File: config.mk
export PLATFORM = sky130hd
export DESIGN_NAME = serial_sub
export DESIGN_NICKNAME = d
export VERILOG_FILES = /design/src/rtl/serial_sub.sv
export SDC_FILE = /design/constraint.sdc
export NUM_CORES = 1
export LEC_CHECK = 0
export CORE_MARGIN = 2
export CORE_UTILIZATION = 25
export CTS_CLUSTER_SIZE = 25
export DETAILED_ROUTE_END_ITERATION = 8
export PLACE_DENSITY = 0.56
export REMOVE_ABC_BUFFERS = 1
export SLEW_MARGIN = 15
export SYNTH_ARGS = -nofsm -noshare
export SYNTH_HDL_FRONTEND = slang
export SYNTH_SLANG_ARGS = --single-unit
File: constraint.sdc
create_clock -name clk -period 2.8 [get_ports clk]
set_input_delay 0.7 -clock clk [delete_from_list [all_inputs] [get_ports clk]]
set_output_delay 0.7 -clock clk [all_outputs]
set_load 0.05 [all_outputs]
File: src/rtl/serial_sub.sv
//==============================================================================
// serial_sub : bit-serial W-bit subtractor (one full-subtractor cell plus a
//              borrow flop). SERIAL_SUB_FLAGS_EN adds a registered zero flag.
// Revision   : 1.0
//==============================================================================
`default_nettype none

module serial_sub #(
    parameter int W = 4
) (
    input  logic         clk,
    input  logic         rst,
    input  logic         start,
    input  logic [W-1:0] a,
    input  logic [W-1:0] b,
    input  logic         bin,
    output logic         busy,
    output logic         done,
    output logic [W-1:0] dif,
    output logic         bor
`ifdef SERIAL_SUB_FLAGS_EN
    ,
    output logic         zero
`endif
);

    localparam int            CW     = (W > 1) ? $clog2(W) : 1;
    localparam logic [CW-1:0] C_LAST = CW'(W - 1);
    localparam logic [CW-1:0] C_ONE  = CW'(1);

    typedef enum logic [0:0] {
        IDLE  = 1'b0,
        SHIFT = 1'b1
    } state_t;

    state_t        r_state;
    state_t        w_state_nxt;

    logic [W-1:0]  r_sa;
    logic [W-1:0]  r_sb;
    logic [W-1:0]  r_res;
    logic          r_br;
    logic [CW-1:0] r_cnt;
    logic          r_done;
    logic [W-1:0]  r_dif;
    logic          r_bor;

    logic          w_d;
    logic          w_bo;
    logic          w_last;
    logic          w_load;
    logic          w_shift;
    logic          w_finish;
    logic [W-1:0]  w_res_nxt;

    // Full-subtractor cell on the current LSBs and the carried borrow
    assign w_d    = r_sa[0] ^ r_sb[0] ^ r_br;
    assign w_bo   = (~r_sa[0] & r_sb[0]) | (~(r_sa[0] ^ r_sb[0]) & r_br);
    assign w_last = (r_cnt == C_LAST);

    generate
        if (W == 1) begin : g_res_w1
            assign w_res_nxt = w_d;
        end else begin : g_res_wn
            assign w_res_nxt = {w_d, r_res[W-1:1]};
        end
    endgenerate

    always_ff @(posedge clk or posedge rst) begin
        if (rst) begin
            r_state <= IDLE;
        end else begin
            r_state <= w_state_nxt;
        end
    end

    always_comb begin
        w_state_nxt = r_state;
        w_load      = 1'b0;
        w_shift     = 1'b0;
        w_finish    = 1'b0;
        case (r_state)
            IDLE: begin
                if (start) begin
                    w_load      = 1'b1;
                    w_state_nxt = SHIFT;
                end
            end
            SHIFT: begin
                w_shift = 1'b1;
                if (w_last) begin
                    w_finish    = 1'b1;
                    w_state_nxt = IDLE;
                end
            end
            default: begin
                w_state_nxt = IDLE;
            end
        endcase
    end

    always_ff @(posedge clk or posedge rst) begin
        if (rst) begin
            r_sa   <= '0;
            r_sb   <= '0;
            r_res  <= '0;
            r_br   <= 1'b0;
            r_cnt  <= '0;
            r_done <= 1'b0;
            r_dif  <= '0;
            r_bor  <= 1'b0;
        end else begin
            r_done <= w_finish;
            if (w_load) begin
                r_sa  <= a;
                r_sb  <= b;
                r_br  <= bin;
                r_cnt <= '0;
            end else if (w_shift) begin
                r_sa  <= r_sa >> 1;
                r_sb  <= r_sb >> 1;
                r_res <= w_res_nxt;
                r_br  <= w_bo;
                r_cnt <= r_cnt + C_ONE;
                if (w_finish) begin
                    r_dif <= w_res_nxt;
                    r_bor <= w_bo;
                end
            end
        end
    end

`ifdef SERIAL_SUB_FLAGS_EN
    logic r_zero;

    always_ff @(posedge clk or posedge rst) begin
        if (rst) begin
            r_zero <= 1'b0;
        end else if (w_finish) begin
            r_zero <= (w_res_nxt == '0);
        end
    end

    assign zero = r_zero;
`endif

    // Busy is exactly the SHIFT state, so it needs no flop of its own
    assign busy = (r_state == SHIFT);
    assign done = r_done;
    assign dif  = r_dif;
    assign bor  = r_bor;

endmodule

`default_nettype wire

==> results.py <==
metrics = {
    "status": {
        "status": "finished, final reports clean",
    },
    "sta": {
        "rsz0062_at_grt": "no",
        "fin_tns_setup_ps": 0,
        "relSlewSlack_pct": 47.68,
        "max_freq_ghz": 0.4720,
        "setup_violations": 0,
        "slew_viol_final": 0,
        "hold_viol_final": 0,
        "hold_slack_ps": 484.2,
        "worst_pin_slew_ps": 783.9,
        "clock_skew_ps": 2.482,
        "period_share_pct": 75.67,
        "fin_crit_ps": 2119,
    },
    "floorplanning": {
        "core_um2": 3633,
        "start_util_pct": 25.62,
        "die_area_um2": 4228,
        "die_y_um": 65.02,
        "io_pins": 19,
        "rows": 22,
        "die_w_um": 65.02,
    },
    "critical_path": {
        "crit_slowest_cell": "clkdlybuf4s50_1",
        "worstPathCellList": "clkdlybuf4s50_1",
        "slowest_delay_ps": 800,
        "crit_arrival_ps": 1420,
        "cp-end-kind": "output pin",
        "critical_path_class": "reg -> out",
        "crit_buf_inv": 1,
        "critPathTopFamily": "buffers and inverters",
        "critPathMaxFanout": 2,
        "critPathRequiredTime_ps": 2100,
        "cp-start-kind": "register",
    },
    "final_layout": {
        "diodes": 0,
        "multi_input_area_um2": 344.1,
        "fin_nets": 104,
        "area_delta_synth_final_pct": 27.82,
        "drive_above_1_share_pct": 16.85,
        "nFillCells": 376,
        "utilization_pct": 32.75,
        "regArea_um2": 525.5,
        "layout_common_cells": "dfrtp_1 (21), clkdlybuf4s50_1 (18), mux2i_1 (11)",
        "layout_commonest_cell": "dfrtp_1",
    },
    "clocking": {
        "ctsHoldBuffers": 0,
        "cts_tree": "built",
        "cts_buffer_depth": 2,
        "cts-root-buf": "clkbuf_8",
        "cts_setup_buffers": 0,
        "cts.htree.levels": 1,
        "clk_latency_ps": 250,
        "cts_resized": 0,
        "clk_pin_slew_worst_paths_ps": 70,
        "cts_sinks": 21,
        "cts_buffers": 3,
    },
    "synth": {
        "ys_types": 16,
        "synth_top_family_by_area": "multiplexers",
        "synth-xor-area-share_pct": 0,
        "synth_cells": 69,
        "yosysSeqAreaShare_pct": 56.45,
        "yosys_warnings": 0,
        "avgSynthCellArea_um2": 13.49,
        "synth-simple-area-share_pct": 4.839,
        "synth_adder_area_share_pct": 3.495,
        "synthMuxAreaShare_pct": 23.92,
        "syn_area_um2": 930.9,
        "synth_compound_area_share_pct": 4.704,
        "ys_ff_latch": 21,
    },
    "placed_design": {
        "dp_hpwl_um": 1185,
        "portBuffers": 18,
        "place_congestion": 0.6691,
    },
    "grt": {
        "overflow": 0,
        "antenna_found_initial": 0,
        "track_usage_pct": 8.547,
        "grt_pass1_wl_um": 2656,
        "grt_pass1_vias": 588,
        "grt_max_degree": 24,
    },
    "routing": {
        "dr.first_iter.drc_count": 13,
        "dr.max_layer_used": "met4",
        "met3_length_um": 80,
        "wl_per_cell_um": 11.38,
        "wl_met2_um": 770,
        "ant_nets": 0,
        "routed_via_density": 4.088,
        "via_count": 560,
        "totalWireLength_um": 1559,
        "dr.pass1.iters": 4,
        "wl_met1_um": 698,
        "route.detailed.drc": 0,
    },
    "pwr": {
        "finalPower_mw": 1.342,
        "leakagePower_nw": 0.5701,
        "peakVddDrop_v": 0.0002497,
        "powerDensity_nw_per_um2": 1128,
    },
    "job": {
        "maxCapViolCount": 0,
    },
    "worst_hold_path": {
        "hold_path_class": "reg -> reg",
    },
}
-- cells in the mapped netlist, drive strengths merged --
library cell  count  area share [%]
dfrtp            21              56
nor2              3             1.2
fa                1             2.2
o21ai             6             3.2
mux2i            11              12
mux2              8              12
a21oi             1            0.54
nand2             7             3.6
a22o              1            0.94
buf               4             4.6
ha                1             1.3
inv               5             2.0
-- worst register-to-register path, delay by kind of cell, from the launching register on --
family,cells,cell delay (ps)
adder cells (fa/ha/maj),1,510
flip-flops,1,420
multiplexers,1,280
-- layout make-up --
cell class | instances | share of cell area, %
sequential | 21 | 44.16
clock buffer | 3 | 3.470
multi-input combinational | 39 | 28.92
inverter | 5 | 1.577
clock inverter | 1 | 0.4206
tap | 48 | 5.047
timing repair buffer | 20 | 16.40
-- per-layer routing --
layer	vias to the layer above	global-route usage, %
met5	-	0
met4	0	3.906
met3	2	2.778
met2	16	14.30
met1	273	9.913
li1	269	-
-- registers in the layout, indices dropped and copies added (netlist names) --
signal  flops
dif         4
r_sa        4
r_sb        4
r_res       3
r_cnt       2
bor         1
busy        1
done        1
r_br        1
-- power by group --
part	internal, mW	leakage [nW]	switching [mW]	total (mW)
clock	0.0989	0.0255	0.0937	0.193
sequential	0.434	0.261	0.0724	0.507
combinational	0.298	0.284	0.344	0.643
total	0.832	0.570	0.510	1.34
-- stage by stage --
stage | setup slack [ps] | cells | cell area (um^2)
after floorplan | 1113 | 65 | 888.4
after global placement | 838.8 | 133 | 1144
after detailed placement | 817.0 | 133 | 1144
after CTS | 670.9 | 137 | 1190
after global routing | 620.5 | 137 | 1190
final | 681.2 | 137 | 1190
-- final timing paths --
check	cells past startpoint	slack [ps]	from	to
setup / recovery	1	680	dif[3]	dif[3]
min in group asynchronous	2	890	rst	r_res[3]
hold / removal	2	480	r_sa[3]	r_sa[2]
max in group asynchronous	2	1420	rst	r_cnt[0]
hold reg to reg	2	480	r_sa[3]	r_sa[2]
setup reg to reg	2	1480	r_sa[0]	dif[3]
-- kinds of logic after synthesis --
family	after synthesis
multiplexers	19
adder cells (fa/ha/maj)	2
flip-flops	21
AO/OA/AOI/OAI	8
AND/OR/NAND/NOR	10
buffers and inverters	9
(Power assumes the default switching activity.)
